--- src/rtl/capture_pkg.sv ---
// Shared constants and types for the capture-path packet arbiter.
package capture_pkg;

    localparam int         C_CNT_WIDTH_DEF = 32;
    localparam logic [3:0] WEIGHT_0_DEF    = 4'd1;
    localparam logic [3:0] WEIGHT_1_DEF    = 4'd1;

    typedef enum logic [1:0] {
        IDLE = 2'd0,
        PKT0 = 2'd1,
        PKT1 = 2'd2
    } arb_state_e;

    // A programmed weight of zero still allows one packet per round.
    function automatic logic [4:0] eff_weight(input logic [3:0] w);
        return (w == 4'd0) ? 5'd1 : {1'b0, w};
    endfunction

endpackage

--- src/rtl/capture_wrr_credit.sv ---
// Weighted round-robin preference and credit tracking, updated once per forwarded packet.
module capture_wrr_credit
    import capture_pkg::*;
(
    input  logic       axi_aclk,
    input  logic       axi_areset,
    input  logic       tlast_done_i,
    input  logic       port_i,
    input  logic [3:0] weight_0_i,
    input  logic [3:0] weight_1_i,
    input  logic       drop_mode_i,
    output logic       pref_o
);

    logic       pref_q, pref_d;
    logic [3:0] cred_q, cred_d;
    logic [4:0] cred_inc;
    logic [4:0] weight_eff;

    always_comb begin
        pref_d     = pref_q;
        cred_d     = cred_q;
        cred_inc   = {1'b0, cred_q} + 5'd1;
        weight_eff = port_i ? eff_weight(weight_1_i) : eff_weight(weight_0_i);
        if (tlast_done_i) begin
            if (drop_mode_i) begin
                // With capture off only input 0 is forwarded; keep the round anchored on it.
                if (!port_i) begin
                    pref_d = 1'b0;
                    cred_d = 4'd0;
                end
            end else if (port_i == pref_q) begin
                if (cred_inc >= weight_eff) begin
                    pref_d = ~pref_q;
                    cred_d = 4'd0;
                end else begin
                    cred_d = cred_inc[3:0];
                end
            end
        end
    end

    always_ff @(posedge axi_aclk) begin
        if (axi_areset) begin
            pref_q <= 1'b0;
            cred_q <= 4'd0;
        end else begin
            pref_q <= pref_d;
            cred_q <= cred_d;
        end
    end

    assign pref_o = pref_q;

endmodule

--- src/rtl/capture_pkt_arbiter.sv ---
// Packet-granular WRR merge of the forwarded (0) and capture (1) streams onto one AXI4-Stream.
//   state | meaning
//   IDLE  | no grant; arbitrate between requesting inputs this cycle
//   PKT0  | input 0 owns the output until its tlast beat transfers
//   PKT1  | input 1 owns the output until its tlast beat transfers
module capture_pkt_arbiter
    import capture_pkg::*;
#(
    parameter int C_AXIS_DATA_WIDTH  = 256,
    parameter int C_AXIS_TUSER_WIDTH = 128,
    parameter int C_CNT_WIDTH        = C_CNT_WIDTH_DEF
) (
    input  logic                            axi_aclk,
    input  logic                            axi_areset,
    input  logic [C_AXIS_DATA_WIDTH-1:0]    s_axis_tdata_0,
    input  logic [C_AXIS_DATA_WIDTH/8-1:0]  s_axis_tstrb_0,
    input  logic [C_AXIS_TUSER_WIDTH-1:0]   s_axis_tuser_0,
    input  logic                            s_axis_tlast_0,
    input  logic                            s_axis_tvalid_0,
    output logic                            s_axis_tready_0,
    input  logic [C_AXIS_DATA_WIDTH-1:0]    s_axis_tdata_1,
    input  logic [C_AXIS_DATA_WIDTH/8-1:0]  s_axis_tstrb_1,
    input  logic [C_AXIS_TUSER_WIDTH-1:0]   s_axis_tuser_1,
    input  logic                            s_axis_tlast_1,
    input  logic                            s_axis_tvalid_1,
    output logic                            s_axis_tready_1,
    output logic [C_AXIS_DATA_WIDTH-1:0]    m_axis_tdata,
    output logic [C_AXIS_DATA_WIDTH/8-1:0]  m_axis_tstrb,
    output logic [C_AXIS_TUSER_WIDTH-1:0]   m_axis_tuser,
    output logic                            m_axis_tlast,
    output logic                            m_axis_tvalid,
    input  logic                            m_axis_tready,
    input  logic [3:0]                      cfg_weight_0,
    input  logic [3:0]                      cfg_weight_1,
    input  logic                            cfg_capture_en,
    output logic [C_CNT_WIDTH-1:0]          pkt_cnt_0,
    output logic [C_CNT_WIDTH-1:0]          pkt_cnt_1,
    output logic [C_CNT_WIDTH-1:0]          drop_cnt_1
);

    arb_state_e             state_q, state_d;
    logic                   drop_mode_q;
    logic                   s1_mid_q, s1_mid_d;
    logic [C_CNT_WIDTH-1:0] pkt_cnt_0_q, pkt_cnt_1_q, drop_cnt_1_q;
    logic                   pref;
    logic                   fire_0, fire_1;
    logic                   done_0, fwd_done_1, drop_done_1;
    logic                   req_0, req_1;

    always_comb begin
        m_axis_tdata    = '0;
        m_axis_tstrb    = '0;
        m_axis_tuser    = '0;
        m_axis_tlast    = 1'b0;
        m_axis_tvalid   = 1'b0;
        s_axis_tready_0 = 1'b0;
        s_axis_tready_1 = 1'b0;
        if (!axi_areset) begin
            case (state_q)
                PKT0: begin
                    m_axis_tdata    = s_axis_tdata_0;
                    m_axis_tstrb    = s_axis_tstrb_0;
                    m_axis_tuser    = s_axis_tuser_0;
                    m_axis_tlast    = s_axis_tlast_0;
                    m_axis_tvalid   = s_axis_tvalid_0;
                    s_axis_tready_0 = m_axis_tready;
                end
                PKT1: begin
                    m_axis_tdata    = s_axis_tdata_1;
                    m_axis_tstrb    = s_axis_tstrb_1;
                    m_axis_tuser    = s_axis_tuser_1;
                    m_axis_tlast    = s_axis_tlast_1;
                    m_axis_tvalid   = s_axis_tvalid_1;
                    s_axis_tready_1 = m_axis_tready;
                end
                default: ;
            endcase
            if (drop_mode_q && state_q != PKT1) s_axis_tready_1 = 1'b1;
        end
    end

    assign fire_0      = s_axis_tvalid_0 & s_axis_tready_0;
    assign fire_1      = s_axis_tvalid_1 & s_axis_tready_1;
    assign done_0      = fire_0 & s_axis_tlast_0;
    assign fwd_done_1  = fire_1 & s_axis_tlast_1 & (state_q == PKT1);
    assign drop_done_1 = fire_1 & s_axis_tlast_1 & (state_q != PKT1);
    assign req_0       = s_axis_tvalid_0;
    assign req_1       = s_axis_tvalid_1 & ~drop_mode_q;

    always_comb begin
        state_d = state_q;
        case (state_q)
            IDLE: begin
                if (pref ? req_1 : req_0)      state_d = pref ? PKT1 : PKT0;
                else if (pref ? req_0 : req_1) state_d = pref ? PKT0 : PKT1;
            end
            PKT0:    if (done_0)     state_d = IDLE;
            PKT1:    if (fwd_done_1) state_d = IDLE;
            default: state_d = IDLE;
        endcase
        s1_mid_d = s1_mid_q;
        if (fire_1) s1_mid_d = ~s1_mid_tlast(s_axis_tlast_1);
    end

    function automatic logic s1_mid_tlast(input logic last);
        return last;
    endfunction

    always_ff @(posedge axi_aclk) begin
        if (axi_areset) begin
            state_q      <= IDLE;
            drop_mode_q  <= 1'b0;
            s1_mid_q     <= 1'b0;
            pkt_cnt_0_q  <= '0;
            pkt_cnt_1_q  <= '0;
            drop_cnt_1_q <= '0;
        end else begin
            state_q  <= state_d;
            s1_mid_q <= s1_mid_d;
            // Mode only moves when input 1 sits between packets and is not being granted,
            // so neither a first beat nor a fresh grant can split a packet across modes.
            if (!s1_mid_d && state_d != PKT1) drop_mode_q <= ~cfg_capture_en;
            if (done_0)      pkt_cnt_0_q  <= pkt_cnt_0_q + C_CNT_WIDTH'(1);
            if (fwd_done_1)  pkt_cnt_1_q  <= pkt_cnt_1_q + C_CNT_WIDTH'(1);
            if (drop_done_1) drop_cnt_1_q <= drop_cnt_1_q + C_CNT_WIDTH'(1);
        end
    end

    capture_wrr_credit u_credit (
        .axi_aclk     (axi_aclk),
        .axi_areset   (axi_areset),
        .tlast_done_i (done_0 | fwd_done_1),
        .port_i       (state_q == PKT1),
        .weight_0_i   (cfg_weight_0),
        .weight_1_i   (cfg_weight_1),
        .drop_mode_i  (drop_mode_q),
        .pref_o       (pref)
    );

    assign pkt_cnt_0  = pkt_cnt_0_q;
    assign pkt_cnt_1  = pkt_cnt_1_q;
    assign drop_cnt_1 = drop_cnt_1_q;

endmodule

--- config.mk ---
export PLATFORM = sky130hd
export DESIGN_NAME = capture_pkt_arbiter
export DESIGN_NICKNAME = d
export VERILOG_FILES = /design/src/rtl/capture_pkg.sv /design/src/rtl/capture_wrr_credit.sv /design/src/rtl/capture_pkt_arbiter.sv
export SDC_FILE = /design/constraint.sdc
export NUM_CORES = 1
export LEC_CHECK = 0
export CAP_MARGIN = 20
export CORE_AREA = 2 2 525 527
export CTS_CLUSTER_DIAMETER = 80
export DETAILED_ROUTE_END_ITERATION = 12
export DIE_AREA = 0 0 527 529
export GPL_ROUTABILITY_DRIVEN = 1
export GPL_TIMING_DRIVEN = 0
export PLACE_DENSITY_LB_ADDON = 0.25
export SETUP_SLACK_MARGIN = 0.4
export SLEW_MARGIN = 0
export SYNTH_ARGS = -nofsm -noshare
export SYNTH_HDL_FRONTEND = slang
export SYNTH_SLANG_ARGS = --single-unit
--- constraint.sdc ---
create_clock -name axi_aclk -period 6.3 [get_ports axi_aclk]
set_input_delay 0.945 -clock axi_aclk [delete_from_list [all_inputs] [get_ports axi_aclk]]
set_output_delay 0.945 -clock axi_aclk [all_outputs]
set_load 0.005 [all_outputs]
==> impl_summary.txt, run 1 <==
----------------------------------------------------
[Floorplanning]
  Horizontal die dimension ... 527 um
  I/O pin count ... 1,364
  Effective utilization at floorplan ... 3.743%
  Die ar. ... 278,800 sq um
  Die height ... 529 um
  Area of the core ... 272,900 sq um
  Row count ... 192

[STA]
  Highest clock rate ... approximately 180 MHz
  Worst-case clock skew ... approximately 0.022 ns
  Crit share post-route ... 90.07%
  Hold Worst Slack ... 0.4936 ns
  Final Hold Fails ... 0
  Sum Neg Setup Slack ... 0 ns
  Clock period minus worst slack ... 5.675 ns
  RSZ-0062 raised after global routing ... false
  Number of slew-limit violations in the final report ... 0
  Max-Slew Margin vs Limit ... between 10% and 20%
  Worst-Margin Slew ... between 1 and 1.5 ns
  Final-report setup violation count ... 0

[Clock tree]
  CTS tree ... done
  Cell at the root of the clock tree ... sky130_fd_sc_hd__clkbuf_16
  Clk_lat worst skew ... 0.41 ns
  Register clock-pin slew on the reported worst setup and hold paths ... roughly 0.1 ns
  H-Tree Depth ... 3
  Clock net sink count ... about 110
  Maximum number of buffers from clock root to sink ... 2
  TritonCTS Buffers ... 9

[Worst setup path]
  Req. time, crit path ... 5.35 ns
  Worst setup path category ... reg -> out
  Worst-path fanout max ... 14
  Worst EP arrival ... between 4 and 5 ns
  Crit start category ... flop
  Kind of end point of the critical path ... primary output

[Power and ir drop]
  Total power of the final layout ... 0.003171 W
  Peak supply drop ... 0.0001040 V
  Leakage power ... 8.257 nW
  Total power per unit cell area ... between 100 and 150 nW/um^2

[Yosys]
  Most area-hungry cell type in the Yosys netlist ... sky130_fd_sc_hd__a22oi_1
  Syn nets ... 2,425
  FFs w/ async S/R, synth ... 0%
  Post-synthesis average cell area ... 6.527 sq um
  Gate count after technology mapping ... 1,565
  Synthesized flop and latch total ... around 110
  Warnings from Yosys ... 0
  EDFF count, synth ... 0
  Count of different cell masters after synthesis ... 51
  Mapped Area ... around 10,000 sq um
  Most area-consuming cells after synthesis ... sky130_fd_sc_hd__a22oi_1, sky130_fd_sc_hd__dfxtp_1, sky130_fd_sc_hd__nor2_1
  Part of the Yosys area used for sequential elements ... 20.58%
  Top FF cell, synth ... sky130_fd_sc_hd__dfxtp_1
  Post-synth top area share ... between 30% and 40%

[Drt]
  DR WL/cell ... 35.51 um
  Via count ... between 15,000 and 20,000
  Routed WL ... 235,500 um
  DR DRC count ... 0
  Routed via count divided by cell count ... around 3.0
  Detailed-routing iteration count for the pre-antenna-repair pass ... 5
  Antenna violation net count after detailed routing ... 0
  Initial detailed-routing violation count ... 1,273

[Global routing]
  Total routing usage reported by global routing ... between 15 and 20%
  Global-route wire length before repair ... 277,000 um
  Via count of the first global-routing pass ... 19,873
  Aggregate global routing overflow ... 0
  Largest net degree at the start of global routing ... 21
  Number of antenna violations at the first check in global routing ... 209

[Layout]
  Final Util ... 10.76%
  Area of all placed cells without fillers ... 29,350 sq um
  Area used by multi-input combinational logic ... 7493 sq um
  Area added between synthesis and finish ... 187.3%
  Count of nets after finishing ... 3,825
  Total of fill cells in the finished design ... 31,735
  Fraction of final layout cells sized beyond drive strength 1 ... 2.626%
  Area taken by flip-flops and latches ... 2102 sq um

[Place]
  Port buffer count ... 1,363
  HPWL after detailed placement ... approximately 220,000 um
  Global placer's final weighted congestion ... 0.9934
  Placed cell area ... 28,870 sq um

[Min path]
  Worst hold path type ... reg -> reg

[Run]
  Max Cap Viol ... 0

[Status]
  Status ... completed

----------------------------------------------------
==> cell families (layout without fill, tap and decap cells) <==
| family | Yosys count | in the layout | synth area share [%] |
|---|---|---|---|
| fa+ha+maj | 12 | 12 | 1.470 |
| xor+xnor | 65 | 65 | 5.573 |
| buf+inv | 173 | 1578 | 6.406 |
| mux | 9 | 9 | 0.9187 |
| flops | 105 | 105 | 20.58 |
| other cells | 0 | 72 | 0 |
| compound gates | 493 | 493 | 34.79 |
| simple gates | 708 | 708 | 30.27 |
==> timing repair <==
| action | in CTS | in global routing |
|---|---|---|
| hold buffers | 0 | 0 |
| buffers inserted | 0 | 0 |
| resized for setup | 4 | 0 |
| endpoints found under the setup margin | 29 | 0 |
==> power breakdown <==
group	internal [W]	switching (W)	total (W)
logic	0.000796	0.00107	0.00187
clock network	0.000280	0.000351	0.000631
registers	0.000666	0.00000432	0.000670
total	0.00174	0.00143	0.00317
==> path summary, 6_finish.rpt <==
path | from | to | cells after the start | slack (ns)
max | state_q[0]$_SDFF_PP0_ | m_axis_tdata[188] | 8 | 0.63
min reg2reg | u_credit.cred_q[3]$_SDFFE_PP0P_ | u_credit.cred_q[3]$_SDFFE_PP0P_ | 2 | 0.49
max reg2reg | state_q[0]$_SDFF_PP0_ | u_credit.pref_o$_SDFFE_PP0P_ | 13 | 1.88
min | u_credit.cred_q[3]$_SDFFE_PP0P_ | u_credit.cred_q[3]$_SDFFE_PP0P_ | 2 | 0.49
==> sequential cells by signal, summed over array words and instances (netlist names) <==
signal           count
drop_mode_q          1
u_credit.cred_q      4
u_credit.pref_o      1
pkt_cnt_1           32
drop_cnt_1          32
s1_mid_q             1
pkt_cnt_0           32
state_q              2
==> cells in the final DEF, fill, tap and decap left out, types with 4 or more instances in the layout <==
cell type,synthesis,layout
sky130_fd_sc_hd__and4_1,9,9
sky130_fd_sc_hd__buf_2,3,4
sky130_fd_sc_hd__buf_16,0,6
sky130_fd_sc_hd__a22oi_2,0,6
sky130_fd_sc_hd__nor2_1,503,503
sky130_fd_sc_hd__inv_1,15,15
sky130_fd_sc_hd__nand4_1,13,13
sky130_fd_sc_hd__a21oi_1,32,32
sky130_fd_sc_hd__ha_1,12,12
sky130_fd_sc_hd__buf_1,12,11
sky130_fd_sc_hd__nand3_1,35,35
sky130_fd_sc_hd__xnor2_1,25,25
sky130_fd_sc_hd__clkdlybuf4s50_1,0,1363
sky130_fd_sc_hd__clkbuf_1,142,131
sky130_fd_sc_hd__clkbuf_16,0,9
sky130_fd_sc_hd__or4_1,5,5
sky130_fd_sc_hd__dfxtp_1,105,105
sky130_fd_sc_hd__nor2b_1,8,8
sky130_fd_sc_hd__nand2_1,47,47
sky130_fd_sc_hd__nand2b_1,4,4
sky130_fd_sc_hd__xor2_1,40,40
sky130_fd_sc_hd__and2_1,7,7
sky130_fd_sc_hd__or3_1,25,25
sky130_fd_sc_hd__clkbuf_2,1,8
sky130_fd_sc_hd__and3_1,16,16
sky130_fd_sc_hd__nor4_1,4,4
sky130_fd_sc_hd__mux2i_1,6,6
sky130_fd_sc_hd__buf_8,0,20
sky130_fd_sc_hd__diode_2,0,72
sky130_fd_sc_hd__o21ai_0,31,31
sky130_fd_sc_hd__a22oi_1,419,413
sky130_fd_sc_hd__nor3_1,14,13
==> synth_stat cells (14+ instances only) <==
| cell type | count |
|---|---|
| sky130_fd_sc_hd__nor2_1 | 503 |
| sky130_fd_sc_hd__a22oi_1 | 419 |
| sky130_fd_sc_hd__clkbuf_1 | 142 |
| sky130_fd_sc_hd__dfxtp_1 | 105 |
| sky130_fd_sc_hd__nand2_1 | 47 |
| sky130_fd_sc_hd__xor2_1 | 40 |
| sky130_fd_sc_hd__nand3_1 | 35 |
| sky130_fd_sc_hd__a21oi_1 | 32 |
| sky130_fd_sc_hd__o21ai_0 | 31 |
| sky130_fd_sc_hd__or3_1 | 25 |
| sky130_fd_sc_hd__xnor2_1 | 25 |
| sky130_fd_sc_hd__and3_1 | 16 |
| sky130_fd_sc_hd__inv_1 | 15 |
| sky130_fd_sc_hd__nor3_1 | 14 |
==> final cells by class <==
| type | instances | share of cell area [%] |
|---|---|---|
| repair buffers | 1390 | 48.11 |
| diodes | 72 | 0.6138 |
| well taps | 3589 | 15.30 |
| flip-flops and latches | 105 | 7.161 |
| clock inverters | 7 | 0.2345 |
| multi-input cells | 1287 | 25.53 |
| clock buffers | 9 | 0.7673 |
| inverters | 15 | 0.1918 |
| plain buffers | 157 | 2.097 |
==> metrics by stage <==
step,std cells,setup WS (ns)
2_1_floorplan,1565,3.076
3_3_place_gp,6517,-1.550
3_5_place_dp,6544,0.3672
4_1_cts,6559,0.4473
5_1_grt,6594,0.4331
6_report,6631,0.6254
==> per-layer routing <==
| metal | vias to the layer above | GRT usage, % | wire [um] |
|---|---|---|---|
| li1 | 8574 | - | - |
| met1 | 9423 | 16.68 | 83830 |
| met2 | 1132 | 29.65 | 119800 |
| met3 | 333 | 6.383 | 22610 |
| met4 | 100 | 4.805 | 8574 |
| met5 | - | 0 | 642 |
==> critical path: stages (launching register included) <==
cell	delay, ns
sky130_fd_sc_hd__dfxtp_1	0.37
sky130_fd_sc_hd__inv_1	0.10
sky130_fd_sc_hd__ha_1	0.44
sky130_fd_sc_hd__clkbuf_4	0.52
sky130_fd_sc_hd__clkbuf_1	0.66
sky130_fd_sc_hd__clkbuf_1	0.78
sky130_fd_sc_hd__a22oi_1	0.58
sky130_fd_sc_hd__nor2_1	0.24
sky130_fd_sc_hd__clkdlybuf4s50_1	0.57
Note: power is estimated with default switching activity, not from simulation.
==> inputs of run 2 (changes only) <==
Settings changed: SLEW_MARGIN 0 to not set.
==> results of run 2 <==
Final layout, timing and power as in run 1 (identical DEF).
==> inputs of run 3 (changes only) <==
Settings changed: SKIP_CTS_REPAIR_TIMING set to 1.
==> run 3 against run 2 <==
Net effect: final area about the same; combinational power about the same; worst setup slack worse by 0.055 ns; global-route usage about the same; flip-flop and latch count unchanged; critical path depth unchanged; fmax down 0.96%; highest routed layer unchanged.
==> impl_summary.txt, run 3 (synthesis gave the netlist of run 1 again) <==
----------------------------------------------------
[Floorplanning]
  Area of the core ... 272,900 sq um
  I/O pin count ... 1,364
  Horizontal die dimension ... 527 um
  Die height ... 529 um
  Effective utilization at floorplan ... 3.743%
  Row count ... between 150 and 200
  Die ar. ... 278,800 sq um

[Drt]
  Detailed-routing iteration count for the pre-antenna-repair pass ... 5
  DR DRC count ... 0
  Antenna violation net count after detailed routing ... 0
  Routed WL ... ~240,000 um
  Routed via count divided by cell count ... 2.956
  Via count ... 19,600
  DR WL/cell ... 35.55 um
  Initial detailed-routing violation count ... 1,289

[STA]
  Worst-case clock skew ... between 0.02 and 0.025 ns
  Final-report setup violation count ... 0
  Sum Neg Setup Slack ... 0 ns
  Crit share post-route ... between 90% and 100%
  Highest clock rate ... approximately 170 MHz
  RSZ-0062 raised after global routing ... true
  Worst-Margin Slew ... 1.291 ns
  Final Hold Fails ... 0
  Max-Slew Margin vs Limit ... between 10 and 15%
  Clock period minus worst slack ... ~5.7 ns
  Number of slew-limit violations in the final report ... 0

[Clock tree]
  Register clock-pin slew on the reported worst setup and hold paths ... 0.10 ns
  H-Tree Depth ... 3
  TritonCTS Buffers ... 9
  CTS tree ... done
  Clk_lat worst skew ... 0.41 ns
  Maximum number of buffers from clock root to sink ... 2
  Cell at the root of the clock tree ... sky130_fd_sc_hd__clkbuf_16
  Clock net sink count ... 105

[Global routing]
  Via count of the first global-routing pass ... 19,872
  Aggregate global routing overflow ... 0
  Total routing usage reported by global routing ... 16.14%
  Largest net degree at the start of global routing ... 21
  Global-route wire length before repair ... 277,200 um
  Number of antenna violations at the first check in global routing ... 210

[Worst setup path]
  Buffers & Inverters on Critical Path ... 5
  Stages on worst setup path ... 8
  Req. time, crit path ... between 5 and 6 ns
  Series of cell instances along the critical path ... inv_1, ha_1, buf_2, clkbuf_1, clkbuf_1, a22oi_1, nor2_1, clkdlybuf4s50_1
  Depth of the most critical reg-to-reg path ... 13
  Crit start category ... flop
  Worst EP arrival ... 4.78 ns
  Worst-path fanout max ... 14
  Cell repeated most along the worst path ... sky130_fd_sc_hd__clkbuf_1
  Master of the slowest instance on the critical path ... sky130_fd_sc_hd__clkbuf_1
  Delay of the slowest critical-path stage ... 0.82 ns
  Kind of end point of the critical path ... primary output
  Worst setup path category ... reg -> out
  Kind of cell with the highest combined delay on the critical path ... buffers and inverters

[Power and ir drop]
  Peak supply drop ... between 0.0001 and 0.00015 V
  Leakage power ... roughly 8.3 nW
  Total power per unit cell area ... 108.2 nW/um^2
  Total power of the final layout ... 0.003176 W

[Layout]
  Area added between synthesis and finish ... 187.3%
  Top library cells by usage in the layout, fill and taps aside ... sky130_fd_sc_hd__clkdlybuf4s50_1, sky130_fd_sc_hd__nor2_1, sky130_fd_sc_hd__a22oi_1
  Fraction of final layout cells sized beyond drive strength 1 ... 2.626%
  Count of nets after finishing ... around 3,800
  Most common cell after layout, fill and taps aside ... sky130_fd_sc_hd__clkdlybuf4s50_1

[Min path]
  Hold path depth ... 2
  Worst hold path type ... reg -> reg

[Place]
  Port buffer count ... 1,363
  Global placer's final weighted congestion ... 0.9934
  HPWL after detailed placement ... 219,200 um

[Status]
  Status ... completed

[Run]
  Max Cap Viol ... 0

----------------------------------------------------
[run 3: changes by cell type in the layout (fill, tap and decap cells not counted)]
cell                       delta
sky130_fd_sc_hd__buf_2        +1
sky130_fd_sc_hd__clkbuf_4     -1
sky130_fd_sc_hd__diode_2      -1
[run 3: worst paths after layout]
check / start / end / slack (ns)
worst max-delay path: state_q[0]$_SDFF_PP0_ / m_axis_tdata[237] / 0.57
worst min-delay path: u_credit.cred_q[3]$_SDFFE_PP0P_ / u_credit.cred_q[3]$_SDFFE_PP0P_ / 0.50
worst max register to register: state_q[0]$_SDFF_PP0_ / u_credit.cred_q[2]$_SDFFE_PP0P_ / 1.65
worst min register to register: u_credit.cred_q[3]$_SDFFE_PP0P_ / u_credit.cred_q[3]$_SDFFE_PP0P_ / 0.50
[run 3: area by class of cell]
| class | count | area [sq um] |
|---|---|---|
| multi-input combinational | 1287 | 7493 |
| tap | 3589 | 4491 |
| sequential | 105 | 2102 |
| inverter | 15 | 56.30 |
| fill | 31734 | 243600 |
| antenna | 71 | 177.7 |
| buffer | 157 | 613.1 |
| timing repair buffer | 1390 | 14120 |
| clock buffer | 9 | 225.2 |
| clock inverter | 7 | 68.82 |
[run 3: layer usage]
metal | global-route usage, % | part of all wire, % | up-vias | routed length (um)
li1 | - | - | 8577 | -
met5 | 0 | 0.27 | - | 648
met1 | 16.70 | 35 | 9407 | 83650
met4 | 4.805 | 3.7 | 100 | 8605
met3 | 6.383 | 9.7 | 336 | 22950
met2 | 29.66 | 51 | 1180 | 119900
[run 3: tightest hold or removal path: cells and delay by family, from the launching register on]
| family | cells | cell delay, ns |
|---|---|---|
| and+or+nand+nor | 1 | 0.06 |
| AOI/OAI and AO/OA | 1 | 0.05 |
| DFF | 1 | 0.35 |
[run 3: report_power, final]
part	leakage (nW)	switching [W]	internal, W	total [W]
Sequential	0.846	0.00000423	0.000666	0.000670
Clock	0.138	0.000353	0.000280	0.000633
Combinational	7.27	0.00108	0.000796	0.00187
[run 3: stage by stage]
step	hold slack (ns)	cells	setup slack (ns)	util, %	cell area [sq um]
after floorplan	0.4573	1565	3.076	-	10210
after global placement	0.4768	6517	-1.550	10.39	28350
after detailed placement	0.4816	6544	0.3672	10.58	28870
after CTS	0.4960	6560	0.01472	10.69	29170
after global routing	0.5360	6594	0.3633	10.72	29260
final	0.4961	6630	0.5703	10.75	29350
